## config.mk

```make
export PLATFORM = sky130hd
export DESIGN_NAME = kulisch_accum_sequencer
export DESIGN_NICKNAME = d
export VERILOG_FILES = /design/src/rtl/kulisch_accum_sequencer.sv
export SDC_FILE = /design/constraint.sdc
export NUM_CORES = 1
export LEC_CHECK = 0
export ABC_AREA = 1
export CORE_MARGIN = 2
export CORE_UTILIZATION = 40
export DETAILED_ROUTE_END_ITERATION = 8
export GPL_ROUTABILITY_DRIVEN = 0
export GPL_TIMING_DRIVEN = 0
export MAX_ROUTING_LAYER = met4
export PLACE_DENSITY = 0.65
export SYNTH_ARGS = -nofsm -noshare
export SYNTH_HDL_FRONTEND = slang
export SYNTH_SLANG_ARGS = --single-unit
```

## constraint.sdc

```tcl
create_clock -name clock -period 3.6 [get_ports clock]
set_input_delay 1.08 -clock clock [delete_from_list [all_inputs] [get_ports clock]]
set_output_delay 1.08 -clock clock [all_outputs]
set_load 0.01 [all_outputs]
```

## src/rtl/kulisch_accum_sequencer.sv

```systemverilog
// kulisch_accum_sequencer
// Sequences one Kulisch fixed-point accumulator through a dot-product
// reduction. Pre-aligned signed addends arrive on a valid/ready stream and are
// summed exactly. The addend flagged last moves the result to a valid/ready
// output port. After the result handshake the accumulator clears for the next
// reduction.
//
// Ports
//   clock      system clock, rising edge
//   resetn     asynchronous active-low reset
//   clear      synchronous abort, highest priority
//   in_valid   addend valid
//   in_ready   sequencer can accept an addend
//   in_data    two's-complement addend aligned to the accumulator binary point
//   in_isInf   addend is +/-inf or NaR
//   in_last    final addend of the reduction
//   out_valid  result available
//   out_ready  consumer accepts the result
//   out_data   {isInf, isOverflow, overflowSign, acc}
//   out_count  addends accepted in this reduction (saturating)
//
// state  | meaning
// ACCUM  | accepting addends; in_ready = 1
// OUTPUT | result held on out_data/out_count until out_ready
module kulisch_accum_sequencer #(
  parameter int ACC_NON_FRAC = 8,
  parameter int ACC_FRAC     = 8,
  parameter int COUNT_BITS   = 16,
  localparam int ACC_BITS    = 1 + ACC_NON_FRAC + ACC_FRAC,
  localparam int STRUCT_BITS = 3 + ACC_BITS
) (
  input  logic                   clock,
  input  logic                   resetn,
  input  logic                   clear,
  input  logic                   in_valid,
  output logic                   in_ready,
  input  logic [ACC_BITS-1:0]    in_data,
  input  logic                   in_isInf,
  input  logic                   in_last,
  output logic                   out_valid,
  input  logic                   out_ready,
  output logic [STRUCT_BITS-1:0] out_data,
  output logic [COUNT_BITS-1:0]  out_count
);

  typedef enum logic {ACCUM = 1'b0, OUTPUT = 1'b1} state_t;

  state_t state, state_nxt;

  logic [ACC_BITS-1:0]   acc;
  logic                  is_inf;
  logic                  is_ovf;
  logic                  ovf_sign;
  logic [COUNT_BITS-1:0] count;

  logic [ACC_BITS-1:0]   sum;
  logic                  ovf;
  logic                  accept;
  logic                  drain;

  localparam logic [COUNT_BITS-1:0] COUNT_ONE = {{(COUNT_BITS-1){1'b0}}, 1'b1};

  assign accept = in_valid && in_ready;
  assign drain  = out_valid && out_ready;

  // Signed overflow: operands agree in sign but the wrapped sum does not.
  assign sum = acc + in_data;
  assign ovf = (acc[ACC_BITS-1] == in_data[ACC_BITS-1]) &&
               (sum[ACC_BITS-1] != acc[ACC_BITS-1]);

  always_ff @(posedge clock or negedge resetn) begin
    if (!resetn) state <= ACCUM;
    else         state <= state_nxt;
  end

  always_comb begin
    state_nxt = state;
    if (clear) begin
      state_nxt = ACCUM;
    end else begin
      case (state)
        ACCUM:   if (accept && in_last) state_nxt = OUTPUT;
        OUTPUT:  if (drain)             state_nxt = ACCUM;
        default: state_nxt = ACCUM;
      endcase
    end
  end

  always_comb begin
    in_ready  = 1'b0;
    out_valid = 1'b0;
    case (state)
      ACCUM:   in_ready  = 1'b1;
      OUTPUT:  out_valid = 1'b1;
      default: ;
    endcase
  end

  always_ff @(posedge clock or negedge resetn) begin
    if (!resetn) begin
      acc      <= '0;
      is_inf   <= 1'b0;
      is_ovf   <= 1'b0;
      ovf_sign <= 1'b0;
      count    <= '0;
    end else if (clear || drain) begin
      acc      <= '0;
      is_inf   <= 1'b0;
      is_ovf   <= 1'b0;
      ovf_sign <= 1'b0;
      count    <= '0;
    end else if (accept) begin
      // Once a flag is raised the accumulator is frozen for this reduction.
      if (!(is_inf || is_ovf)) begin
        if (in_isInf) begin
          is_inf <= 1'b1;
        end else if (ovf) begin
          is_ovf   <= 1'b1;
          ovf_sign <= in_data[ACC_BITS-1];
        end else begin
          acc <= sum;
        end
      end
      if (count != '1) count <= count + COUNT_ONE;
    end
  end

  assign out_data  = {is_inf, is_ovf, ovf_sign, acc};
  assign out_count = count;

endmodule

```

==> flow_summary.ini <==
[synth]
netlist_area_sq_um = 2880
yosysTopAreaCellShare = 0.322
ys_seq_area_frac = 0.322
synth_edf_count = 0
yosys-top-cells-area = dfrtp_1 32%, nand2_1 11%, ha_1 7.4%
yosysUniqueCellTypes = 42
synth_area_leader_cell = dfrtp_1
syn_nets = 416
synth.most_common_cell = nand2_1
async_flop_share = 1.00
synthTopCellsByCount = 86 x nand2_1, 37 x dfrtp_1, 36 x inv_1
ys_seq_elements = 37
synth_warnings = 0
synth-main-ff-cell = dfrtp_1
syn_area_per_cell_sq_um = 7.69
syn_inst = 374

[sta]
drv_slew = 0
setup_tns_ns = 0
timing.fmax_mhz = 320
period_needed_ns = 3.13
worstMarginPinSlew_ns = 0.863
fin_crit_sh = 0.868
finalHoldWorstSlack_ns = 0.552
slew_headroom = 0.425
clock_skew_ns = 0.00494
hold_viol = 0
setup_viol = 0
rsz0062_at_grt = no

[cells_and_area]
diodes = 0
drive_gt1_frac = 0.147
fin_nets = 484
instances_no_fill = 539
syn2layout_area_growth_pct = 28.2

[floorplan]
die_w_microns = 88.8
core_area_sq_um = 6870
num_rows = 30
die_y_microns = 88.8
start_util = 0.419
io_pins = 62
die_area_sq_um = 7890

[worst_setup_path]
crit_arrival_ns = 3.30
worstPathRequired_ns = 3.78
critPathLaunchType = input pin
crit_top_cell = nand2_2
cp_slowest_stage_delay_ns = 0.46
worstPathCellList = clkdlybuf4s50_1, ha_1, inv_1, fa_1, inv_1, nand2_1, nand2_1, nand3_1, nand2_2, nand2_2, nand2_2, nand2_2, nand3_4, nand2_4, buf_12, nand3_2, o21ai_2
end_kind = flip-flop
critPathKind = in -> reg
crit_fanout = 10
cpMaxStageDelayCell = clkdlybuf4s50_1

[pwr]
p_per_area_nw_per_um2 = 277
ir_drop_v = 0.000162
p_leak_uw = 0.00167
fin_total_pwr_uw = 1020

[drt]
first_iter_violations = 89
drcViolationCount = 0
avgRoutedWirePerCell_microns = 13.5
routed_wl_microns = 7290
route.vias.total = 2758
dr.pass1.iters = 7
antenna_left = 0
viasPerCell = 5.12

[clock_tree]
clock_sinks = 37
ctsResizeCount = 0
htreeDepth = 2
cts-root-buf = clkbuf_8
postCtsSetupBuffers = 0
clk_latency_ns = 0.29
cts_tree = yes
cts_buffer_depth = 2
numCtsBuffers = 5
hold_buffers = 0
cts.clk_slew.worst_paths_ns = 0.08

[grt]
track_usage = 0.201
grt.overflow.total = 0
grt_pass1_vias = 2641
antenna_found_initial = 0
grt_first_pass_wirelength_microns = 12100
grt_max_degree = 38

[min_path]
hold_class = reg -> reg

[place]
numPlacedInstances = 531
io_buffer_count = 61
dp_hpwl_microns = 5610

[flow_run]
maxCapViolCount = 0

[run_status]
status = completed
report_power, final:
group | internal (uW) | leakage [uW] | switching, uW
Sequential | 431 | 0.000511 | 18.8
Clock | 134 | 0.0000439 | 165
Combinational | 119 | 0.00111 | 155
Total | 684 | 0.00167 | 339
state kept, by name, summed over array words and instances, names as in the netlist:
| register | cells |
|---|---|
| acc | 17 |
| out_count | 16 |
| is_inf | 1 |
| is_ovf | 1 |
| ovf_sign | 1 |
| state | 1 |
critical path: cells and delay by family:
family,cells,cell delay (ns)
AOI/OAI and AO/OA,1,0.06
buffers and inverters,4,0.75
and+or+nand+nor,10,0.85
adders and majority gates,2,0.54
stage by stage:
stage | util | cell area, sq um | worst slack (ns)
final | 0.537 | 3690 | 0.475
after global routing | 0.537 | 3690 | 0.226
after global placement | 0.525 | 3610 | 0.227
after detailed placement | 0.524 | 3600 | 0.175
after floorplan | - | 2880 | 0.884
after CTS | 0.537 | 3690 | 0.476
kinds of logic after synthesis:
family,after synthesis,synth area share
buffers and inverters,54,0.0839
AOI/OAI and AO/OA,58,0.133
and+or+nand+nor,193,0.338
adders and majority gates,18,0.0809
xor gates and xnor gates,14,0.0426
DFF,37,0.322
layout make-up:
type	instances	area, sq um
fill	665	3180
clock buffer	5	68.8
inverter	45	169
clock inverter	3	17.5
timing repair buffer	61	606
sequential	37	926
buffer	9	72.6
multi-input combinational	283	1710
tap	96	120
path summary, 6_finish.rpt:
path                                       from                        to  slack (ns)  cells after the start
min in group asynchronous                resetn  out_count[8]$_DFFE_PN0P_        0.88                      1
min                        ovf_sign$_DFFE_PN0P_      ovf_sign$_DFFE_PN0P_        0.55                      2
max reg2reg                  acc[0]$_DFFE_PN0P_        acc[6]$_DFFE_PN0P_        1.31                     16
min reg2reg                ovf_sign$_DFFE_PN0P_      ovf_sign$_DFFE_PN0P_        0.55                      2
max                                  in_data[0]        acc[6]$_DFFE_PN0P_        0.47                     17
max in group asynchronous                resetn        acc[6]$_DFFE_PN0P_        2.16                      1
metal layers:
layer  share of wire  global-route usage  wire (microns)
met4          0.0096              0.0344              70
met3           0.052              0.0299             380
met5               0                   -               0
met2            0.49               0.346            3590
met1            0.45               0.254            3250
cell usage in the layout, fill, tap and decap left out, types with 11 or more instances in the layout:
cell type	instances
nand3_1	34
dfrtp_1	37
ha_1	17
inv_1	36
clkdlybuf4s50_1	60
nand2_1	86
nor2_1	22
nand3_2	11
a21oi_1	18
Power figures use the tool's default switching activity.
